**config.mk**
```make
export PLATFORM = sky130hd
export DESIGN_NAME = pc_fetch_unit
export DESIGN_NICKNAME = d
export VERILOG_FILES = /design/src/rtl/pc_fetch_unit.sv
export SDC_FILE = /design/constraint.sdc
export NUM_CORES = 1
export LEC_CHECK = 0
export CAP_MARGIN = 40
export CORE_MARGIN = 3
export CORE_UTILIZATION = 48
export DETAILED_ROUTE_END_ITERATION = 10
export GPL_ROUTABILITY_DRIVEN = 0
export PLACE_DENSITY = 0.79
export SLEW_MARGIN = 10
export SYNTH_ARGS = -nofsm -noshare
export SYNTH_HDL_FRONTEND = slang
export SYNTH_SLANG_ARGS = --single-unit
```
**constraint.sdc**
```tcl
create_clock -name clk -period 2.8 [get_ports clk]
set_input_delay 0.56 -clock clk [delete_from_list [all_inputs] [get_ports clk]]
set_output_delay 0.56 -clock clk [all_outputs]
set_load 0.05 [all_outputs]
```
**src/rtl/pc_fetch_unit.sv**
```systemverilog
// RV32I instruction-fetch front end: owns the fetch PC, keeps one imem request in flight,
// hands fetched words to decode over valid/ready, and squashes wrong-path fetches on redirect.
module pc_fetch_unit #(
  parameter logic [31:0] RESET_PC  = 32'h0000_0000,
  parameter logic [31:0] NOP_INSTR = 32'h0000_0013
) (
  input  logic        clk,
  input  logic        rst_n,
  input  logic        redirect_valid,
  input  logic [31:0] redirect_target,
  output logic        imem_req,
  output logic [31:0] imem_addr,
  input  logic        imem_ack,
  input  logic [31:0] imem_rdata,
  output logic        if_valid,
  input  logic        if_ready,
  output logic [31:0] if_pc,
  output logic [31:0] if_instr,
  output logic        if_fault
);

  typedef enum logic [2:0] {
    ST_BOOT    = 3'd0,
    ST_REQ     = 3'd1,
    ST_HOLD    = 3'd2,
    ST_DISCARD = 3'd3,
    ST_FAULT   = 3'd4,
    ST_WAIT    = 3'd5
  } state_t;

  typedef enum logic [1:0] {
    ENTER_NONE  = 2'd0,
    ENTER_REQ   = 2'd1,
    ENTER_FAULT = 2'd2
  } enter_t;

  function automatic logic [31:0] word_addr(input logic [31:0] pc);
    return {pc[31:2], 2'b00};
  endfunction

  function automatic logic is_misaligned(input logic [31:0] pc);
    return (pc[1:0] != 2'b00);
  endfunction

  state_t      state_r, state_nxt_s;
  logic [31:0] fetch_pc_r, fetch_pc_nxt_s;
  logic        pend_fault_r, pend_fault_nxt_s;
  logic        imem_req_r, imem_req_nxt_s;
  logic [31:0] imem_addr_r, imem_addr_nxt_s;
  logic        if_valid_r, if_valid_nxt_s;
  logic [31:0] if_pc_r, if_pc_nxt_s;
  logic [31:0] if_instr_r, if_instr_nxt_s;
  logic        if_fault_r, if_fault_nxt_s;
  enter_t      enter_s, redir_enter_s;
  logic [31:0] enter_pc_s;
  logic        accept_s;

  assign accept_s = if_valid_r & if_ready;

  // Next-state and next-output logic; a redirect outranks every other event.
  always_comb begin
    state_nxt_s      = state_r;
    fetch_pc_nxt_s   = fetch_pc_r;
    pend_fault_nxt_s = pend_fault_r;
    imem_req_nxt_s   = imem_req_r;
    imem_addr_nxt_s  = imem_addr_r;
    if_valid_nxt_s   = if_valid_r;
    if_pc_nxt_s      = if_pc_r;
    if_instr_nxt_s   = if_instr_r;
    if_fault_nxt_s   = if_fault_r;
    enter_s          = ENTER_NONE;
    enter_pc_s       = fetch_pc_r;
    redir_enter_s    = is_misaligned(redirect_target) ? ENTER_FAULT : ENTER_REQ;

    if (redirect_valid) begin
      fetch_pc_nxt_s   = redirect_target;
      pend_fault_nxt_s = is_misaligned(redirect_target);
      if_valid_nxt_s   = 1'b0;
      if_fault_nxt_s   = 1'b0;
      if_instr_nxt_s   = NOP_INSTR;
    end else begin
      pend_fault_nxt_s = pend_fault_r;
    end

    case (state_r)
      ST_BOOT: begin
        if (redirect_valid) begin
          enter_s    = redir_enter_s;
          enter_pc_s = redirect_target;
        end else begin
          enter_s    = ENTER_REQ;
          enter_pc_s = fetch_pc_r;
        end
      end
      ST_REQ: begin
        if (redirect_valid) begin
          if (imem_ack) begin
            enter_s    = redir_enter_s;
            enter_pc_s = redirect_target;
          end else begin
            // The request cannot be withdrawn; keep it stable and drop its data later.
            state_nxt_s = ST_DISCARD;
          end
        end else if (imem_ack) begin
          state_nxt_s    = ST_HOLD;
          imem_req_nxt_s = 1'b0;
          if_valid_nxt_s = 1'b1;
          if_pc_nxt_s    = fetch_pc_r;
          if_instr_nxt_s = imem_rdata;
          if_fault_nxt_s = 1'b0;
        end else begin
          state_nxt_s = ST_REQ;
        end
      end
      ST_HOLD: begin
        if (redirect_valid) begin
          enter_s    = redir_enter_s;
          enter_pc_s = redirect_target;
        end else if (accept_s) begin
          fetch_pc_nxt_s = fetch_pc_r + 32'd4;
          enter_s        = ENTER_REQ;
          enter_pc_s     = fetch_pc_r + 32'd4;
        end else begin
          state_nxt_s = ST_HOLD;
        end
      end
      ST_DISCARD: begin
        if (redirect_valid) begin
          if (imem_ack) begin
            enter_s    = redir_enter_s;
            enter_pc_s = redirect_target;
          end else begin
            state_nxt_s = ST_DISCARD;
          end
        end else if (imem_ack) begin
          enter_s    = pend_fault_r ? ENTER_FAULT : ENTER_REQ;
          enter_pc_s = fetch_pc_r;
        end else begin
          state_nxt_s = ST_DISCARD;
        end
      end
      ST_FAULT: begin
        if (redirect_valid) begin
          enter_s    = redir_enter_s;
          enter_pc_s = redirect_target;
        end else if (accept_s) begin
          state_nxt_s    = ST_WAIT;
          if_valid_nxt_s = 1'b0;
          if_fault_nxt_s = 1'b0;
          if_instr_nxt_s = NOP_INSTR;
        end else begin
          state_nxt_s = ST_FAULT;
        end
      end
      ST_WAIT: begin
        if (redirect_valid) begin
          enter_s    = redir_enter_s;
          enter_pc_s = redirect_target;
        end else begin
          state_nxt_s = ST_WAIT;
        end
      end
      default: begin
        state_nxt_s    = ST_BOOT;
        imem_req_nxt_s = 1'b0;
        if_valid_nxt_s = 1'b0;
      end
    endcase

    case (enter_s)
      ENTER_REQ: begin
        state_nxt_s     = ST_REQ;
        imem_req_nxt_s  = 1'b1;
        imem_addr_nxt_s = word_addr(enter_pc_s);
        if_valid_nxt_s  = 1'b0;
        if_fault_nxt_s  = 1'b0;
        if_instr_nxt_s  = NOP_INSTR;
      end
      ENTER_FAULT: begin
        // Misaligned target: present a faulting NOP instead of touching memory.
        state_nxt_s    = ST_FAULT;
        imem_req_nxt_s = 1'b0;
        if_valid_nxt_s = 1'b1;
        if_fault_nxt_s = 1'b1;
        if_pc_nxt_s    = enter_pc_s;
        if_instr_nxt_s = NOP_INSTR;
      end
      default: begin
      end
    endcase
  end

  // State and output registers.
  always_ff @(posedge clk or negedge rst_n) begin
    if (!rst_n) begin
      state_r      <= ST_BOOT;
      fetch_pc_r   <= RESET_PC;
      pend_fault_r <= 1'b0;
      imem_req_r   <= 1'b0;
      imem_addr_r  <= RESET_PC;
      if_valid_r   <= 1'b0;
      if_pc_r      <= RESET_PC;
      if_instr_r   <= NOP_INSTR;
      if_fault_r   <= 1'b0;
    end else begin
      state_r      <= state_nxt_s;
      fetch_pc_r   <= fetch_pc_nxt_s;
      pend_fault_r <= pend_fault_nxt_s;
      imem_req_r   <= imem_req_nxt_s;
      imem_addr_r  <= imem_addr_nxt_s;
      if_valid_r   <= if_valid_nxt_s;
      if_pc_r      <= if_pc_nxt_s;
      if_instr_r   <= if_instr_nxt_s;
      if_fault_r   <= if_fault_nxt_s;
    end
  end

  assign imem_req  = imem_req_r;
  assign imem_addr = imem_addr_r;
  assign if_valid  = if_valid_r;
  assign if_pc     = if_pc_r;
  assign if_instr  = if_instr_r;
  assign if_fault  = if_fault_r;

endmodule

```
After elaboration in Yosys (flattened, before gate mapping) --
Index checks and enable logic that the tools add are counted.
Cells by class: reduce and logical (&&, ||, !) cells 13, bitwise gates (word level) 1, equality and inequality tests 16, add/sub/neg operators 1, multiplexer cells 59
Operator list (count):
- 32-bit 2-to-1 mux | 18
- 32-bit case mux with 3 select lines | 1
- 32-bit case mux with 2 select lines | 1
- 32-bit by 3-bit adder with 32-bit output, second input constant | 1
- 4-bit != test, second input constant | 6
- 2-bit 2-to-1 mux | 10
- 3-bit 2-to-1 mux | 6
- 3-bit case mux with 6 select lines | 1
- 1-bit 2-to-1 mux | 14
- 1-bit case mux with 2 select lines | 5
- 2-bit case mux with 5 select lines | 1
- 3-bit by 2-bit == test with 1-bit output, second input constant | 2
- 3-bit == test, second input constant | 2
- 3-bit case mux with 2 select lines | 1
- 3-bit AND reduction | 2
- 2-bit nonzero test | 3
- 2-bit OR reduction | 3
- 5-bit AND reduction | 1
- 5-bit OR reduction | 1
- 4-bit OR reduction | 1
- 3-bit by 1-bit == test with 1-bit output, second input constant | 1
- 3-bit logical NOT | 1
- 3-bit by 1-bit != test with 1-bit output, second input constant | 1
- 3-bit != test, second input constant | 1
- other kinds (6) | 6
Word-level totals: input port bits 69, output and inout bits 99, register bits 133, logic and storage cells 99

Longest topological paths before layout --
Gate-level depths: netlist of run 1.
depth after elaboration 8, gate-level depth with buffers 15, mapped depth without buffers 11

Worst setup path before layout of run 1 --
No wires, ideal clock.
kind in2reg, start point in redirect_valid, end point reg if_pc_r[16] (netlist: if_pc[16]), setup slack -0.474 ns, setup time 0.137 ns, arrival time 3.137 ns, stages 12, required time 2.663 ns, cell sequence clkbuf_1 buf_2 clkbuf_1 o21ai_0 o32a_1 inv_1 ha_1 clkbuf_1 clkbuf_1 clkbuf_1 clkbuf_1 a21oi_1
Between the ends: longest elaborated chain between the ends 5, elaborated cells between the ends (all ways) 16, classes of those cells eq/ne: 2; mux: 11; reduce/logical: 3
Ends and longest elaborated chain:
- start: declaration | line 9 | input logic redirect_valid,
- 2-bit 2-to-1 mux (on tied branches)
- 2-bit case mux with 5 select lines | line 85 | case (state_r)
- 2-bit == test | line 170 | case (enter_s)
- 2-bit by 1-bit != test with 1-bit output (no line) / 2-bit nonzero test (equally long branches)
- 3-bit AND reduction (no line)
- end signal: assignment | line 212 | if_pc_r <= if_pc_nxt_s;
- end: declaration | line 51 | logic [31:0] if_pc_r, if_pc_nxt_s;
Several ways; a longest one is shown, not always the timed one. A chain may end at the register's enable or synchronous reset.

Final worst setup path of run 1 --
start point in redirect_target[1], end point reg if_pc_r[16] (netlist: if_pc[16])
Between the ends: longest elaborated chain between the ends 8, elaborated cells between the ends (all ways) 15, classes of those cells eq/ne: 2; mux: 9; reduce/logical: 4
Ends and longest elaborated chain:
- start: declaration | line 10 | input logic [31:0] redirect_target,
- 2-bit nonzero test (*) | line 42 | return (pc[1:0] != 2'b00);
- 2-bit 2-to-1 mux (*) | line 73 | redir_enter_s = is_misaligned(redirect_target) ? ENTER_FAULT : ENTER_REQ;
- 2-bit 2-to-1 mux | line 97, 129
- 2-bit 2-to-1 mux (on tied branches) | line 128, 96
- 2-bit case mux with 5 select lines (*) | line 85
- 2-bit == test (*) | line 170
- 2-bit by 1-bit != test with 1-bit output (no line) / 2-bit nonzero test (equally long branches)
- 3-bit AND reduction (no line)
Mark *: on every way between the ends. The rest lies on a longest branch, timed or not.

==> results of run 1 <==
-- worst max-delay path: stages --
cell and delay, ns:
clkdlybuf4s50_1 0.47, or3b_2 0.51, o21ai_1 0.13, nand4_1 0.14, a21oi_2 0.20, a21oi_1 0.06, ha_2 0.22, mux2i_2 0.25
buf_12 0.22, o32ai_1 0.11, a21oi_1 0.19
-- final cells by class --
| cell class | count | area [sq um] | area share [%] |
|---|---|---|---|
| clock inverter | 14 | 200 | 1.71 |
| tap | 225 | 282 | 2.40 |
| sequential | 133 | 3330 | 28.5 |
| timing repair buffer | 286 | 2660 | 22.7 |
| multi-input combinational | 729 | 4730 | 40.4 |
| clock buffer | 18 | 439 | 3.75 |
| inverter | 16 | 60.1 | 0.513 |
-- how the worst max path moves through the flow --
stage / end
floorplan: if_pc[4]$_DFFE_PN0P_
global placement: if_pc[4]$_DFFE_PN0P_
detailed placement: if_pc[25]$_DFFE_PN0P_
CTS: if_pc[27]$_DFFE_PN0P_
global route: if_pc[20]$_DFFE_PN0P_
finish: if_pc[16]$_DFFE_PN0P_
-- routing by layer --
metal  share of wire (%)  vias to the layer above
met4                 3.7                        0
met1                  40                     4501
met2                  44                      712
met5                   0                        -
li1                    -                     4128
met3                  12                       97
-- kinds of logic (layout without fill, tap and decap cells) --
kind of cell / count (synthesis) / after routing / share of synthesized area (%)
adder cells (fa/ha/maj): 3 / 3 / 0.440
flip-flops: 133 / 133 / 39.1
AND/OR/NAND/NOR: 336 / 336 / 20.8
multiplexers: 41 / 41 / 4.99
other: 1 / 2 / 0.0440
AO/OA/AOI/OAI: 341 / 341 / 28.1
buffers and inverters: 126 / 334 / 5.99
XOR/XNOR: 6 / 6 / 0.616
-- placed cells by master (no fill, tap or decap), drive strengths merged, types with 7 or more instances in the layout --
| master | netlist | final |
|---|---|---|
| a211oi | 14 | 14 |
| a21oi | 62 | 62 |
| a22oi | 31 | 31 |
| a311oi | 14 | 14 |
| a31oi | 28 | 28 |
| and2 | 13 | 13 |
| and3 | 7 | 7 |
| buf | 26 | 123 |
| clkbuf | 84 | 18 |
| clkdlybuf4s50 | 0 | 163 |
| clkinv | 1 | 8 |
| dfrtp | 130 | 130 |
| inv | 15 | 18 |
| mux2 | 12 | 12 |
| mux2i | 29 | 29 |
| nand2 | 62 | 62 |
| nand2b | 12 | 12 |
| nand3 | 35 | 35 |
| nand4 | 22 | 22 |
| nor2 | 66 | 66 |
| nor2b | 43 | 43 |
| nor3 | 29 | 29 |
| nor4 | 14 | 14 |
| o21ai | 56 | 56 |
| o221a | 8 | 8 |
| o22ai | 13 | 13 |
| o2bb2ai | 18 | 18 |
| o31ai | 7 | 7 |
| o32ai | 23 | 23 |
-- cells in the mapped netlist, types with 15 or more instances --
cell,number,share of area (%)
nor2b_1,43,3.2
o21ai_0,55,3.2
buf_2,18,1.1
nor3_1,29,1.7
mux2i_1,29,3.4
o32ai_1,23,2.4
a31oi_1,28,2.1
nand3_1,35,2.1
nand4_1,22,1.6
dfrtp_1,130,38
a22oi_1,31,2.7
a21oi_1,62,3.6
nand2_1,61,2.7
o2bb2ai_1,18,1.8
clkbuf_1,84,3.7
inv_1,15,0.66
nor2_1,65,2.9
-- where the power goes --
group / switching [mW] / leakage, nW / internal (mW)
logic: 4.57 / 2.66 / 2.85
registers: 0.517 / 1.59 / 2.52
clock network: 0.916 / 0.315 / 1.53
-- flip-flops by register name, indices dropped and copies added (netlist names) --
name and flops:
if_fault 1, imem_req 1, if_pc 32, if_valid 1, pend_fault_r 1, imem_addr 30
fetch_pc_r 32, if_instr 32, state_r 3
==> flow_summary.toml, run 1 <==
[placed_design]
dp_hpwl_mm = 22.8
place_ws_ns = -0.310
post_dp_cell_area_sq_um = 11000
placed_cells = 1389
numPortBuffers = 165

[clock_network]
cts_tree = "built"
clockBufferDepth = 2
cts_max_level = 4
cts_root_buffer = "clkbuf_16"
clock_sinks = 133
hold_buffers = 0
cts_made_buffers = 17
clock_latency_ns = 0.43
postCtsSetupRepairBufs = 0
clk_pin_slew_ns = 0.06
cts_resized = 0

[global_route]
grtUsageTotal_pct = 32.6
grt_max_degree = 49
busiest_layer = "met2"
overflow = 0
grt_use_met2_pct = 48.4
gr-usage-met3_pct = 9.04
grt_pass1_wl_mm = 50.7
grt_pass1_vias = 8889
antenna_found_initial = 0
met1_usage_pct = 45.5

[critical_path]
rr_worst_depth = 8
worstPathArrival_ns = 3.06
rr_endpoint = "if_pc[16]$_DFFE_PN0P_"
critPathKind = "in -> reg"
critical_path.startpoint = "redirect_target[1]"
rrSetupSlack_ns = 0.21
cp-end-kind = "flip-flop"
startpoint_type = "primary input"
required_ns = 3.14
r2r-start = "fetch_pc_r[3]$_DFF_PN0_"
cp_max_fo = 25

[synthesis]
synth.cell_area_sq_um = 8530
synth_edf_count = 0
syn_avg_cell_area_sq_um = 8.64
synth_cell_types = 78
synthCells = 987
synth_warnings = 0
synth-seq-cells = 133
synth-seq-area-share_pct = 39.1
synth_ff_type = "dfrtp_1"
async_flop_share_pct = 100

[drt]
drc = 0
ant_nets = 0
dr.first_iter.drc_count = 1430
num_vias = 9438
via_per_inst = 6.64
drt-pass1-iter-count = 6
drt_wl_total_mm = 32.3
wl_per_cell_um = 22.7

[die]
die_h_um = 139
ioPinCount = 168
initial_core_util_pct = 49.1
die_area_sq_um = 19400
rows = 48
core-area_sq_um = 17400
die_x_um = 139

[power]
p_leak_nw = 4.57
vdd_drop_max_v = 0.000800
p_per_area_nw_per_um2 = 1100
power.total_mw = 12.9

[timing]
final_max_slew_viol_count = 0
worst_slack_ns = 0.0761
timing.hold.ws_ns = 0.0470
period_minus_slack_ns = 2.72
slew_headroom_pct = 51.1
tightest_slew_ns = 0.727
finalSetupViolations = 0
finClkSkew_ns = 0.00810
setup_tns_ns = 0
finalCritPeriodShare_pct = 97.3
fmaxAchievable_ghz = 0.367
hold_viol = 0

[cells_and_area]
fin_area_sq_um = 11700
fillers = 1369
syn2layout_area_growth_pct = 37.3
utilization_pct = 67.5
nNetsFinal = 1255
final_cell_count_no_fill = 1421
n_antenna_cell = 0
layout-drive-gt1-share_pct = 17.5

[outcome]
status = "finished, final reports clean"

[job]
max_cap_viol_count = 0

[min_path]
hold_class = "in -> async"
(Power assumes the default switching activity.)
==> inputs of run 2 (changes only) <==
--- a/config.mk
+++ b/config.mk
@@ -8,9 +8,11 @@
 export CAP_MARGIN = 40
 export CORE_MARGIN = 3
 export CORE_UTILIZATION = 48
+export CTS_CLUSTER_SIZE = 12
 export DETAILED_ROUTE_END_ITERATION = 10
 export GPL_ROUTABILITY_DRIVEN = 0
 export PLACE_DENSITY = 0.79
+export RECOVER_POWER = 25
 export SLEW_MARGIN = 10
 export SYNTH_ARGS = -nofsm -noshare
 export SYNTH_HDL_FRONTEND = slang
==> run 2 against run 1 <==
Net effect:
- hold slack better by 0.44 ns
- the flow now finishes with violations (max-capacitance violations, max-slew violations)
- highest routed layer unchanged
- sequential power about the same
- critical path type unchanged
- utilization about the same
- wire length down 0.19%
- critical path depth unchanged
==> flow_summary.toml, run 2 (synthesized netlist as in run 1, its figures left out) <==
[outcome]
status = "finished with violations"
violations = "max-capacitance violations, max-slew violations"

[die]
initial_core_util_pct = 49.1
core-area_sq_um = 17400
die_h_um = 139
die_area_sq_um = 19400
ioPinCount = 168
die_x_um = 139
rows = 48

[critical_path]
worstPathArrival_ns = 3.07
critPathKind = "in -> reg"
cp-end-kind = "flip-flop"
startpoint_type = "primary input"
cp_max_fo = 25
required_ns = 3.14

[global_route]
grt_pass1_vias = 8889
antenna_found_initial = 0
grtUsageTotal_pct = 32.6
grt_pass1_wl_mm = 50.7
overflow = 0
grt_max_degree = 49

[timing]
final_max_slew_viol_count = 43
fmaxAchievable_ghz = 0.366
timing.hold.ws_ns = 0.490
slew_headroom_pct = -39.1
hold_viol = 0
finalCritPeriodShare_pct = 97.5
finClkSkew_ns = 0.00723
setup_tns_ns = 0
period_minus_slack_ns = 2.73
finalSetupViolations = 0
tightest_slew_ns = 2.09

[placed_design]
dp_hpwl_mm = 22.8
placed_cells = 1389
numPortBuffers = 165

[drt]
drt_wl_total_mm = 32.2
dr.first_iter.drc_count = 1493
drc = 0
ant_nets = 0
drt-pass1-iter-count = 6
via_per_inst = 6.67
wl_per_cell_um = 22.7
num_vias = 9485

[power]
vdd_drop_max_v = 0.000801
p_per_area_nw_per_um2 = 1100
p_leak_nw = 4.56

[cells_and_area]
final_common_cell = "clkdlybuf4s50_1"
layout_common_cells = "163 x clkdlybuf4s50_1, 129 x dfrtp_1, 111 x buf_4"
layout-drive-gt1-share_pct = 17.4
nNetsFinal = 1255
utilization_pct = 67.4
final_cell_count_no_fill = 1421
syn2layout_area_growth_pct = 37.2
n_antenna_cell = 0

[clock_network]
clock_latency_ns = 0.43
cts_root_buffer = "clkbuf_16"
cts_made_buffers = 17
clk_pin_slew_ns = 0.06
cts_tree = "built"
hold_buffers = 0
cts_max_level = 4
clock_sinks = 133
clockBufferDepth = 2

[min_path]
hold_class = "reg -> reg"

[job]
max_cap_viol_count = 1
==> run 2: worst max-delay path, cell delays in order <==
cell and delay (ns):
clkdlybuf4s50_1 0.47, or3b_2 0.51, o21ai_1 0.13, nand4_1 0.14
a21oi_2 0.20, a21oi_1 0.06, ha_2 0.22, mux2i_2 0.24
buf_12 0.22, o32ai_1 0.11, a21oi_1 0.19
==> run 2: final timing paths <==
| path | slack (ns) | end | cells after the start | from |
|---|---|---|---|---|
| min | 0.49 | imem_addr[29]$_DFFE_PN0P_ | 1 | imem_addr[29]$_DFFE_PN0P_ |
| max in group asynchronous | 0.42 | if_instr[17]$_DFF_PN0_ | 2 | rst_n |
| max reg2reg | 0.20 | imem_addr[28]$_DFFE_PN0P_ | 6 | fetch_pc_r[8]$_DFF_PN0_ |
| min in group asynchronous | 0.88 | fetch_pc_r[26]$_DFF_PN0_ | 1 | rst_n |
| max | 0.07 | if_pc[16]$_DFFE_PN0P_ | 11 | redirect_target[1] |
| min reg2reg | 0.49 | imem_addr[29]$_DFFE_PN0P_ | 1 | imem_addr[29]$_DFFE_PN0P_ |
==> run 2: final cells by class <==
type,count,area [sq um]
clock inverters,14,200
multi-input cells,729,4730
repair buffers,286,2660
well taps,225,282
inverters,16,60.1
flip-flops and latches,133,3330
clock buffers,18,439
fillers,1371,5650
==> run 2: where the power goes <==
part           total, mW  switching (mW)  leakage, nW  internal, mW
Combinational       7.41            4.57         2.66          2.84
Clock               2.44           0.911        0.315          1.53
Sequential          3.04           0.519         1.59          2.52
Total               12.9            6.00         4.56          6.89
==> run 2: stage by stage <==
stage	setup WS, ns	area, sq um	power [mW]
3_3_place_gp	-0.179	11000	10.1
6_report	0.0713	11700	12.9
2_1_floorplan	-0.0131	8560	7.38
4_1_cts	0.0285	11700	12.7
5_1_grt	-0.0232	11700	13.5
3_5_place_dp	-0.310	11000	10.2
==> run 2: per-layer routing <==
layer	up-vias	routed length, um	part of all wire (%)	global-route usage (%)
met2	742	14200	44	48.4
li1	4138	-	-	-
met5	-	0	0	0
met4	0	1200	3.7	12.6
met3	111	3930	12	9.04
met1	4494	12900	40	45.5
==> run 2: timing repair <==
| action | in CTS | in global routing |
|---|---|---|
| setup buffers | 0 | 0 |
| setup endpoints to repair | 0 | 13 |
| gates resized for setup | 0 | 7 |
